File: src/rtl/multi_digit_scan_disp.sv
// Multiplexed multi-digit seven-segment scanner with frame-synchronous updates,
// leading-zero blanking, per-digit blink and PWM brightness control.
module multi_digit_scan_disp #(
  parameter int DIGITS  = 8,
  parameter int DIV_W   = 16,
  parameter int PWM_W   = 4,
  parameter int BLINK_W = 6
) (
  input  logic                  clk,
  input  logic                  reset,
  input  logic [4*DIGITS-1:0]   hex_in,
  input  logic [DIGITS-1:0]     dp_in,
  input  logic                  load,
  input  logic                  blank_lz,
  input  logic [DIGITS-1:0]     blink_mask,
  input  logic [PWM_W-1:0]      bright,
  output logic [DIGITS-1:0]     an,
  output logic [7:0]            sseg,
  output logic                  frame_tick,
  output logic                  pending
);

  localparam int IDX_W = (DIGITS > 1) ? $clog2(DIGITS) : 1;
  localparam logic [IDX_W-1:0] LAST_IDX = IDX_W'(DIGITS - 1);

  logic [DIV_W-1:0]    presc_q, presc_d;
  logic [IDX_W-1:0]    idx_q, idx_d;
  logic [BLINK_W-1:0]  frame_q, frame_d;
  logic [4*DIGITS-1:0] shadowHex_q, shadowHex_d;
  logic [DIGITS-1:0]   shadowDp_q, shadowDp_d;
  logic [4*DIGITS-1:0] activeHex_q, activeHex_d;
  logic [DIGITS-1:0]   activeDp_q, activeDp_d;
  logic                pending_q, pending_d;
  logic [DIGITS-1:0]   an_q, an_d;
  logic [7:0]          sseg_q, sseg_d;

  logic                slotEnd;
  logic                frameTick;
  logic [DIGITS-1:0]   lzBlank;
  logic [3:0]          curHex;
  logic                curDp;
  logic                curBlink;
  logic                curLz;
  logic                pwmOn;
  logic                blinkOff;

  function automatic logic [6:0] glyph(input logic [3:0] v);
    logic [6:0] g;
    g = 7'h7F;
    case (v)
      4'h0: g = 7'h01;
      4'h1: g = 7'h4F;
      4'h2: g = 7'h12;
      4'h3: g = 7'h06;
      4'h4: g = 7'h4C;
      4'h5: g = 7'h24;
      4'h6: g = 7'h20;
      4'h7: g = 7'h0F;
      4'h8: g = 7'h00;
      4'h9: g = 7'h04;
      4'hA: g = 7'h08;
      4'hB: g = 7'h60;
      4'hC: g = 7'h31;
      4'hD: g = 7'h42;
      4'hE: g = 7'h30;
      4'hF: g = 7'h38;
      default: g = 7'h7F;
    endcase
    return g;
  endfunction

  // The frame boundary is the last cycle of the last digit slot; the commit
  // happens on that edge so the whole next frame sees one consistent value.
  assign slotEnd   = &presc_q;
  assign frameTick = slotEnd && (idx_q == LAST_IDX);

  always_comb begin
    presc_d     = presc_q + 1'b1;
    idx_d       = idx_q;
    frame_d     = frame_q;
    shadowHex_d = shadowHex_q;
    shadowDp_d  = shadowDp_q;
    activeHex_d = activeHex_q;
    activeDp_d  = activeDp_q;
    pending_d   = pending_q;

    if (slotEnd) begin
      idx_d = (idx_q == LAST_IDX) ? '0 : idx_q + 1'b1;
    end
    if (frameTick) begin
      frame_d = frame_q + 1'b1;
    end

    // A load landing on the commit edge goes straight to the display.
    if (load && frameTick) begin
      shadowHex_d = hex_in;
      shadowDp_d  = dp_in;
      activeHex_d = hex_in;
      activeDp_d  = dp_in;
      pending_d   = 1'b0;
    end else if (load) begin
      shadowHex_d = hex_in;
      shadowDp_d  = dp_in;
      pending_d   = 1'b1;
    end else if (frameTick && pending_q) begin
      activeHex_d = shadowHex_q;
      activeDp_d  = shadowDp_q;
      pending_d   = 1'b0;
    end
  end

  // Scan from the most significant digit down; a digit is a leading zero while
  // every digit above it (and itself) is zero. Digit 0 always stays visible.
  always_comb begin
    logic zeroRun;
    lzBlank = '0;
    zeroRun = 1'b1;
    for (int i = DIGITS - 1; i >= 0; i--) begin
      zeroRun = zeroRun && (activeHex_q[4*i +: 4] == 4'h0);
      if (i != 0) begin
        lzBlank[i] = blank_lz && zeroRun;
      end
    end
  end

  always_comb begin
    curHex   = 4'h0;
    curDp    = 1'b0;
    curBlink = 1'b0;
    curLz    = 1'b0;
    for (int i = 0; i < DIGITS; i++) begin
      if (idx_q == IDX_W'(i)) begin
        curHex   = activeHex_q[4*i +: 4];
        curDp    = activeDp_q[i];
        curBlink = blink_mask[i];
        curLz    = lzBlank[i];
      end
    end
  end

  assign pwmOn    = (presc_q[DIV_W-1 -: PWM_W] <= bright);
  assign blinkOff = curBlink && frame_q[BLINK_W-1];

  always_comb begin
    an_d   = '1;
    sseg_d = 8'hFF;
    if (pwmOn && !curLz && !blinkOff) begin
      an_d   = ~(DIGITS'(1) << idx_q);
      sseg_d = {~curDp, glyph(curHex)};
    end
  end

  always_ff @(posedge clk or posedge reset) begin
    if (reset) begin
      presc_q     <= '0;
      idx_q       <= '0;
      frame_q     <= '0;
      shadowHex_q <= '0;
      shadowDp_q  <= '0;
      activeHex_q <= '0;
      activeDp_q  <= '0;
      pending_q   <= 1'b0;
      an_q        <= '1;
      sseg_q      <= 8'hFF;
    end else begin
      presc_q     <= presc_d;
      idx_q       <= idx_d;
      frame_q     <= frame_d;
      shadowHex_q <= shadowHex_d;
      shadowDp_q  <= shadowDp_d;
      activeHex_q <= activeHex_d;
      activeDp_q  <= activeDp_d;
      pending_q   <= pending_d;
      an_q        <= an_d;
      sseg_q      <= sseg_d;
    end
  end

  assign an         = an_q;
  assign sseg       = sseg_q;
  assign frame_tick = frameTick;
  assign pending    = pending_q;

endmodule

File: config.mk
export PLATFORM = sky130hd
export DESIGN_NAME = multi_digit_scan_disp
export DESIGN_NICKNAME = d
export VERILOG_FILES = /design/src/rtl/multi_digit_scan_disp.sv
export SDC_FILE = /design/constraint.sdc
export NUM_CORES = 1
export LEC_CHECK = 0
export ABC_CLOCK_PERIOD_IN_PS = 3600
export BUFFER_PORTS_ARGS = -buffer_cell sky130_fd_sc_hd__buf_2
export CAP_MARGIN = 25
export CORE_MARGIN = 4
export CORE_UTILIZATION = 52
export DETAILED_ROUTE_END_ITERATION = 12
export PLACE_DENSITY = 0.73
export SLEW_MARGIN = 20
export SYNTH_ARGS = -nofsm -noshare
export SYNTH_HDL_FRONTEND = slang
export SYNTH_SLANG_ARGS = --single-unit
File: constraint.sdc
create_clock -name clk -period 3.6 [get_ports clk]
set_input_delay 0.36 -clock clk [delete_from_list [all_inputs] [get_ports clk]]
set_output_delay 0.36 -clock clk [all_outputs]
set_load 0.005 [all_outputs]
==> impl_metrics.json <==
{
  "cp.required_ns": 4.04,
  "reg2reg_from": "idx_q[1]",
  "irDropWorstVdd_mv": 0.276,
  "ctsLongestPathBuffers": 2,
  "async_reset_ff_share_pct": 100,
  "postCtsHoldBufs": 0,
  "multi_input_area_um2": 2480,
  "grt-ovfl-total": 0,
  "arrival_ns": 3.62,
  "antenna_found_initial": 0,
  "avgSynthCellArea_um2": 12.6,
  "drt-met1-wl_mm": 5.31,
  "leakage_nw": 3.25,
  "numCtsBuffers": 17,
  "grt.total_usage_pct": 19.7,
  "nFillCells": 818,
  "grt_pass1_vias": 3936,
  "instances_no_fill": 685,
  "numPlacedInstances": 652,
  "yosysUniqueCellTypes": 59,
  "synthFlopType": "dfrtp_1",
  "wl_per_cell_um": 17.2,
  "drv_slew": 0,
  "yosys.area_share.adder_pct": 3.88,
  "fin_util_pct": 62.3,
  "critPathLaunch": "idx_q[1]",
  "vias_per_cell": 5.50,
  "synth_top_family_by_area": "multiplexers",
  "start_kind": "flip-flop",
  "power_density_nw_per_um2": 464,
  "worst_slew_pin_slew_ns": 0.968,
  "postCtsSetupBuffers": 0,
  "dieArea_um2": 12900,
  "io_buffers": 73,
  "clock-sinks": 122,
  "root_buffer": "clkbuf_8",
  "rsz0062_at_grt": "no",
  "yosysWarnings": 0,
  "crit_fanout": 29,
  "route.met2.wl_mm": 5.63,
  "min_period_ns": 3.19,
  "fp.dieH_um": 114,
  "routed_wl_mm": 11.8,
  "ant_nets": 0,
  "die_x_um": 114,
  "num_vias": 3768,
  "synth_compound_area_share_pct": 9.06,
  "grt_max_degree": 73,
  "area_growth_pct": 16.9,
  "hold_violations": 0,
  "drc_errors": 0,
  "cts_tree": "done",
  "hpwlAfterDp_mm": 8.18,
  "start_util_pct": 53.3,
  "setup_violations": 0,
  "gp_congestion": 0.909,
  "syn_nets": 534,
  "finalNetCount": 606,
  "synthCells": 460,
  "fmaxAchievable_mhz": 314,
  "final.period_utilization_pct": 88.5,
  "clock_latency_ns": 0.51,
  "wl_met3_um": 663,
  "yosys_register_bits": 122,
  "drtPass1Iterations": 5,
  "fin_skew_ns": 0.0147,
  "grt_pass1_wl_mm": 20.0,
  "synth-simple-area-share_pct": 8.34,
  "worstSetupEndpointType": "flip-flop",
  "diodes": 0,
  "drive_gt1_share_pct": 39.1,
  "cts_resized": 0,
  "initialDrtViolationCount": 208,
  "relSlewSlack_pct": 35.5,
  "status": "complete, no violations",
  "netlist_area_um2": 5800,
  "setup_tns_ns": 0,
  "synthMuxAreaShare_pct": 18.7,
  "coreArea_um2": 10900,
  "path_class": "flip-flop to flip-flop",
  "num_rows": 38,
  "h-tree-depth": 4,
  "drv_cap": 0,
  "regArea_um2": 3070,
  "top_layer": "met4",
  "holdCritPathClass": "input port to asynchronous set/reset pin",
  "synth_edf_count": 0,
  "io_pins": 74,
  "synth_xor_area_share_pct": 2.87,
  "clkSlewWorstSetupHoldPaths_ns": 0.06,
  "ys_seq_area_share_pct": 53.0
}
## final timing paths
check,end,slack (ns),depth (start not counted)
max,sseg[1],0.41,10
min,presc_q[6],0.04,2
min reg2reg,presc_q[8],0.47,1
max reg2reg,sseg[1],0.41,10
max in group asynchronous,sseg[7],2.75,3
min in group clk,shadowDp_q[2],0.10,2
## power by group
group / leakage (nW) / internal [mW] / switching (mW)
combinational: 1.45 / 0.0725 / 0.0794
clock: 0.261 / 0.938 / 0.627
sequential: 1.54 / 1.42 / 0.0111
total: 3.25 / 2.43 / 0.717
## logic make-up after synthesis
| logic type | Yosys count |
|---|---|
| mux | 83 |
| buf+inv | 49 |
| simple gates | 97 |
| flops | 122 |
| xor+xnor | 19 |
| compound gates | 72 |
| fa+ha+maj | 18 |
## flip-flops by register name, summed over array words and instances (netlist names), 3 cells and up
register / cells
activeHex_q: 32
shadowDp_q: 8
an: 8
sseg: 8
shadowHex_q: 32
activeDp_q: 8
presc_q: 16
frame_q: 6
idx_q: 3
## cell usage in the layout, fill, tap and decap left out, types with 2 or more instances in the layout
master and instances:
xor2_1 6, nor4_1 2, nor2b_1 2, o2111ai_1 2, buf_4 3, nor3_1 6
a31oi_1 3, or3_1 3, o21ai_0 9, dfstp_2 16, dfrtp_1 106, ha_1 18
o21a_1 3, o22ai_1 3, a22oi_1 2, nand2_1 32, mux2_4 40, mux2_2 41
nand4_1 7, xnor2_1 13, a221oi_1 6, and3_1 4, buf_2 73, nand3b_1 6
clkinvlp_4 4, nand3_1 14, clkbuf_16 16, mux2i_1 2, clkinv_2 3, inv_1 23
clkbuf_8 2, nor2_1 13, o221ai_1 4, inv_6 4, o31ai_1 2, o211ai_1 4
a21o_1 3, a21oi_1 17
## area by class of cell
cell class / instances / share of cell area, %
tap: 140 / 2.58
clock inverter: 13 / 1.75
inverter: 25 / 1.42
multi-input combinational: 289 / 36.6
sequential: 122 / 45.3
clock buffer: 19 / 6.36
timing repair buffer: 77 / 6.01
## through the flow
stage | hold slack (ns) | cell area (um^2) | power (mW) | setup WS, ns
5_1_grt | 0.0868 | 6790 | 3.27 | 0.0696
3_5_place_dp | 0.462 | 6230 | 1.61 | 0.405
4_1_cts | 0.0541 | 6780 | 3.19 | 0.375
3_3_place_gp | 0.460 | 6230 | 1.60 | 0.621
2_1_floorplan | 0.431 | 5800 | 1.55 | 0.0240
6_report | 0.0436 | 6790 | 3.15 | 0.413
## Yosys cell counts, drive strengths merged, types with 2 or more instances
master	number	area (um^2)
ha	18	225
a22oi	2	15.0
xnor2	13	114
inv	24	90.1
o2111ai	2	17.5
o21ai	10	61.3
dfrtp	106	2650
a31oi	3	18.8
o21a	3	22.5
nor2b	2	12.5
nand3	14	70.1
a21o	3	22.5
a21oi	18	93.8
and3	4	25.0
nor2	14	55.1
buf	23	149
or2	2	12.5
mux2i	2	20.0
o211ai	4	30.0
nor4	2	12.5
o31ai	2	15.0
mux2	81	1060
nor3	6	30.0
nand2	32	120
o221ai	4	35.0
a221oi	6	52.6
nand4	7	43.8
xor2	6	52.6
o22ai	3	18.8
or3	3	18.8
dfstp	16	420
nand3b	6	45.0
## layer usage
| layer | global-route usage [%] | up-vias |
|---|---|---|
| met5 | 0 | - |
| met4 | 6.49 | 0 |
| met3 | 5.15 | 16 |
| met2 | 31.1 | 105 |
| met1 | 26.7 | 1856 |
| li1 | - | 1791 |
## worst max-delay path, stage by stage, from the launching register on
cell       delay (ns)
dfrtp_1          0.40
inv_1            0.11
ha_1             0.71
a21oi_1          0.16
a221oi_1         0.33
o22ai_1          0.14
a2bb2oi_1        0.48
inv_1            0.20
ha_1             0.23
o211a_1          0.21
o21ai_0          0.16
No activity file was read; power rests on OpenSTA's default activity.
